===== src/rtl/pl_run_ctrl.sv =====
// rtl/pl_run_ctrl.sv - run/halt/step sequencer gating the CPU pipeline enable
// Breakpoint and cycle-budget stops, single-step, and saturating cycle/retire counters.
module pl_run_ctrl #(
  parameter int ADDR_W  = 32,
  parameter int CYC_W   = 16,
  parameter int MAX_CYC = 1000
) (
  input  logic              clk,
  input  logic              rstn,
  input  logic              cmd_valid,
  output logic              cmd_ready,
  input  logic [1:0]        cmd_op,
  input  logic [ADDR_W-1:0] cmd_arg,
  input  logic [ADDR_W-1:0] pc_if,
  input  logic              retire_valid,
  output logic              cpu_en,
  output logic              halted,
  output logic              bp_hit,
  output logic              timeout,
  output logic [CYC_W-1:0]  cyc_count,
  output logic [CYC_W-1:0]  ret_count
);

  typedef enum logic [1:0] {
    S_IDLE   = 2'd0,
    S_RUN    = 2'd1,
    S_STEP   = 2'd2,
    S_HALTED = 2'd3
  } state_t;

  localparam logic [1:0] OP_RUN   = 2'b00;
  localparam logic [1:0] OP_HALT  = 2'b01;
  localparam logic [1:0] OP_STEP  = 2'b10;
  localparam logic [1:0] OP_SETBP = 2'b11;

  localparam logic [CYC_W:0]   MAX_V   = (CYC_W+1)'(MAX_CYC);
  localparam logic [CYC_W-1:0] CNT_MAX = '1;

  state_t             state_q, state_d;
  logic               bp_en;
  logic [ADDR_W-1:0]  bp_addr;
  logic               skip;

  logic               accept;
  logic               bp_match;
  logic               bp_stop;
  logic               budget_hit;
  logic               load_bp;
  logic               run_start;
  logic               clr_cnt;
  logic               set_bp_hit;
  logic               set_timeout;
  logic               unused_arg;

  assign unused_arg = cmd_arg[1];

  assign cmd_ready  = (state_q != S_STEP);
  assign accept     = cmd_valid && cmd_ready;
  assign bp_match   = bp_en && (pc_if == bp_addr);
  assign bp_stop    = bp_match && !skip;
  assign budget_hit = (MAX_CYC != 0) && ({1'b0, cyc_count} >= MAX_V);
  assign load_bp    = accept && (cmd_op == OP_SETBP);

  // A step always advances one cycle unless the budget is already exhausted.
  assign cpu_en = ((state_q == S_RUN) && !bp_stop && !budget_hit) ||
                  ((state_q == S_STEP) && !budget_hit);

  always_comb begin
    state_d     = state_q;
    run_start   = 1'b0;
    clr_cnt     = 1'b0;
    set_bp_hit  = 1'b0;
    set_timeout = 1'b0;
    case (state_q)
      S_IDLE, S_HALTED: begin
        if (accept && cmd_op == OP_RUN) begin
          state_d   = S_RUN;
          run_start = 1'b1;
          clr_cnt   = (state_q == S_IDLE);
        end else if (accept && cmd_op == OP_STEP) begin
          state_d = S_STEP;
        end
      end
      S_STEP: state_d = S_HALTED;
      S_RUN: begin
        // HALT beats the budget, which beats the breakpoint.
        if (accept && cmd_op == OP_HALT) begin
          state_d = S_HALTED;
        end else if (budget_hit) begin
          state_d     = S_HALTED;
          set_timeout = 1'b1;
        end else if (bp_stop) begin
          state_d    = S_HALTED;
          set_bp_hit = 1'b1;
        end
      end
      default: state_d = S_IDLE;
    endcase
  end

  always_ff @(posedge clk or negedge rstn) begin
    if (!rstn) begin
      state_q   <= S_IDLE;
      halted    <= 1'b1;
      bp_hit    <= 1'b0;
      timeout   <= 1'b0;
      cyc_count <= '0;
      ret_count <= '0;
      bp_en     <= 1'b0;
      bp_addr   <= '0;
      skip      <= 1'b0;
    end else begin
      state_q <= state_d;
      halted  <= (state_d == S_IDLE) || (state_d == S_HALTED);

      if (load_bp) begin
        bp_addr <= {cmd_arg[ADDR_W-1:2], 2'b00};
        bp_en   <= cmd_arg[0];
      end

      // skip lets a resume fetch the very PC it stopped on.
      if (run_start) begin
        bp_hit  <= 1'b0;
        timeout <= 1'b0;
        skip    <= 1'b1;
      end else begin
        if (state_q == S_RUN && cpu_en) skip <= 1'b0;
        if (set_bp_hit) bp_hit <= 1'b1;
        if (set_timeout) timeout <= 1'b1;
      end

      if (clr_cnt) begin
        cyc_count <= '0;
        ret_count <= '0;
      end else begin
        if (cpu_en && cyc_count != CNT_MAX) cyc_count <= cyc_count + 1'b1;
        if (cpu_en && retire_valid && ret_count != CNT_MAX) ret_count <= ret_count + 1'b1;
      end
    end
  end

endmodule


===== config.mk =====
export PLATFORM = sky130hd
export DESIGN_NAME = pl_run_ctrl
export DESIGN_NICKNAME = d
export VERILOG_FILES = /design/src/rtl/pl_run_ctrl.sv
export SDC_FILE = /design/constraint.sdc
export NUM_CORES = 1
export LEC_CHECK = 0
export BUFFER_PORTS_ARGS = -buffer_cell sky130_fd_sc_hd__buf_2
export CAP_MARGIN = 20
export CORE_MARGIN = 8
export CORE_UTILIZATION = 55
export DETAILED_ROUTE_END_ITERATION = 10
export PLACE_DENSITY = 0.93
export SKIP_CTS_REPAIR_TIMING = 1
export SYNTH_ARGS = -nofsm -noshare
export SYNTH_HDL_FRONTEND = slang
export SYNTH_SLANG_ARGS = --single-unit

===== constraint.sdc =====
create_clock -name clk -period 3.6 [get_ports clk]
set_input_delay 0.18 -clock clk [delete_from_list [all_inputs] [get_ports clk]]
set_output_delay 0.18 -clock clk [all_outputs]
set_load 0.02 [all_outputs]

==> impl_metrics.tcl <==
set metrics [dict create \
    status "completed" \
    final_common_cell "buf_2" \
    cts-root-buf "clkbuf_8" \
    coreArea_um2 6240 \
    worstSetupPathType "register to output pin" \
    hold_path_class "input pin to register" \
    tightest_slew_ns 0.777 \
    ir_worst_vdd_mv 0.488 \
    grt_util_met2 0.311 \
    route.detailed.wl_per_inst_um 15.9 \
    place_area_um2 4100 \
    hold_viol 0 \
    synth_mux_area_frac 0.120 \
    synth_compound_area_frac 0.0835 \
    seq_area_um2 1730 \
    clock_path_buffers 2 \
    drv_slew 0 \
    r2r_cells 6 \
    wirelength_um 8120 \
    hold_start "cmd_arg[6]" \
    finalPower_mw 3.44 \
    p_leak_nw 2.21 \
    use_met1 0.208 \
    dr_total_vias 2740 \
    dieArea_um2 9190 \
    fmax_mhz 357 \
    drive_above_1_share 0.379 \
    numPortBuffers 105 \
    grt_pass1_wl_um 13500 \
    place_hpwl_um 6260 \
    synthArstFlopShare 1.00 \
    endpoint_kind "output pin" \
    multi_input_area_um2 1660 \
    power_frac_seq 0.376 \
    swShare 0.373 \
    slew-limit-headroom 0.482 \
    drt-vias-per-instance 5.37 \
    path_max_fanout 9 \
    ios 107 \
    synth_cell_type_count 46 \
    maxCapViolCount 0 \
    p_sw_mw 1.28 \
    synth_seq_cells 69 \
    reg2reg_from "cyc_count[14]$_DFFE_PN0P_" \
    required_ns 3.42 \
    min_path_cells 2 \
    ys.flop_type "dfrtp_1" \
    power_density_nw_per_um2 782 \
    cts_buffers 9 \
    htree_levels 3 \
    grt_overflow 0 \
    synth_largest_area_cell "dfrtp_1" \
    timing.rr.end "ret_count[15]$_DFFE_PN0P_" \
    worstHoldEndpoint "bp_addr[6]$_DFFE_PN0P_" \
    synth_top_family_by_area "simple AND/OR/NAND/NOR gates" \
    postSynthCellCount 318 \
    nets 504 \
    firstDrtPassIters 4 \
    grt_pass1_vias 2891 \
    final_core_util 0.705 \
    synth_area_leaders "dfrtp_1 49%, mux2_2 10%, xor2_1 7.5%, xnor2_1 2.5%, nor2_1 2.5%" \
    clkTransAtPathRegs_ns 0.08 \
    syn_area_um2 3510 \
    postLayoutCellArea_um2 4400 \
    synth_xor_area_frac 0.0999 \
    syn_to_final_growth_pct 25.4 \
    start_util 0.562 \
    cts_tree "built" \
    intPower_mw 2.15 \
    num_antenna_cells 0 \
    fin_skew_ns 0.00796 \
    syn_avg_cell_area_um2 11.0 \
    synthSimpleGateAreaFrac 0.149 \
    die_x_um 95.9 \
    most-common-layout-cells "105 x buf_2, 68 x dfrtp_1, 31 x mux2_2" \
    rsz0062_at_grt "false" \
    grt_max_degree 50 \
    clockPowerShare 0.245 \
    clkSinkCount 69 \
    cp_data_arrival_time_ns 2.62 \
    die_h_um 95.9 \
    insertion_delay_ns 0.34 \
    ys_seq_area_frac 0.493 \
    place_congestion 0.794 \
    critPathLaunchType "register" \
    fp-row-count 29 \
    ant_nets 0 \
    antenna_found_initial 0 \
    drt-initial-drc-count 57 \
    fillerInstances 462 \
    setup_tns_ns 0 \
    reg2reg_slack_ns 1.00 \
    synth_edf_count 0 \
    synth_top_area_frac 0.485 \
    use_met3 0.0889 \
    ys.warnings.count 0 \
    period_minus_slack_ns 2.80 \
    top_usage_layer "met2" \
    combPwrFrac 0.380 \
    grt_util_all_layers 0.188 \
    drc_errors 0 \
    synth_adder_area_share 0.0214 \
    syn_nets 394 \
    setup_viol 0 \
    period_share 0.778 \
]
## routing by layer
layer,vias up,part of all wire
li1,1316,-
met5,-,0
met2,101,0.47
met1,1311,0.40
met4,0,0.015
met3,12,0.11
## cell usage after synthesis (all sizes together), types with 3 or more instances
cell type	n
nand4	8
a21oi	13
nor2	23
xor2	30
nand2	16
xnor2	10
dfrtp	68
mux2	31
nand2b	6
and2	9
nor4	8
mux2i	7
a21o	7
buf	8
a31oi	3
nand3	12
and3	3
ha	6
inv	19
nor3	4
## flip-flops by register name (all words and copies together), names as in the netlist
name	flops
ret_count	16
timeout	1
cyc_count	16
halted	1
bp_en	1
bp_addr	30
skip	1
state_q	2
bp_hit	1
## worst max-delay path: stages, from the launching register on
cell,delay [ns]
dfrtp_1,0.40
xor2_1,0.17
nor4_1,0.38
nand4_1,0.24
o31ai_4,0.56
nand2_1,0.29
buf_2,0.25
## final cells by class
type	count	share of cell area
sequential	69	0.393
multi-input combinational	220	0.378
timing repair buffer	109	0.130
clock buffer	10	0.0313
clock inverter	6	0.0304
tap	77	0.0219
inverter	19	0.0162
## cell families after synthesis
| group | count (synthesis) |
|---|---|
| and+or+nand+nor | 99 |
| DFF | 69 |
| xor gates and xnor gates | 40 |
| muxes | 38 |
| AOI/OAI and AO/OA | 37 |
| buffers and inverters | 29 |
| adders and majority gates | 6 |
## power groups by stage
stage	clock network, mW	registers (mW)	logic [mW]
final	0.841	1.29	1.31
after floorplan	0	1.42	0.788
after detailed placement	0	1.30	1.31
after CTS	0.856	1.29	1.32
after global routing	0.900	1.33	1.43
after global placement	0	1.28	1.25
## how the worst max path moves through the flow
| stage | from | to | slack, ns | cells after the start |
|---|---|---|---|---|
| finish | bp_addr[26]$_DFFE_PN0P_ | cpu_en | 0.80 | 6 |
| global route | bp_addr[26]$_DFFE_PN0P_ | cpu_en | 0.60 | 6 |
| global placement | bp_addr[26]$_DFFE_PN0P_ | ret_count[9]$_DFFE_PN0P_ | 1.09 | 7 |
| floorplan | bp_addr[24]$_DFFE_PN0P_ | cyc_count[9]$_DFFE_PN0P_ | 1.46 | 7 |
| detailed placement | bp_addr[26]$_DFFE_PN0P_ | ret_count[14]$_DFFE_PN0P_ | 1.03 | 7 |
| CTS | bp_addr[26]$_DFFE_PN0P_ | cpu_en | 0.76 | 6 |
## stage by stage
step | setup WS [ns] | instances | hold slack [ns]
floorplan | 1.46 | 318 | -0.116
global placement | 1.09 | 492 | 0.411
detailed placement | 1.03 | 492 | 0.416
CTS | 0.756 | 508 | 0.0550
global route | 0.599 | 510 | 0.0457
finish | 0.799 | 510 | 0.0667
No activity file was read; power rests on OpenSTA's default activity.
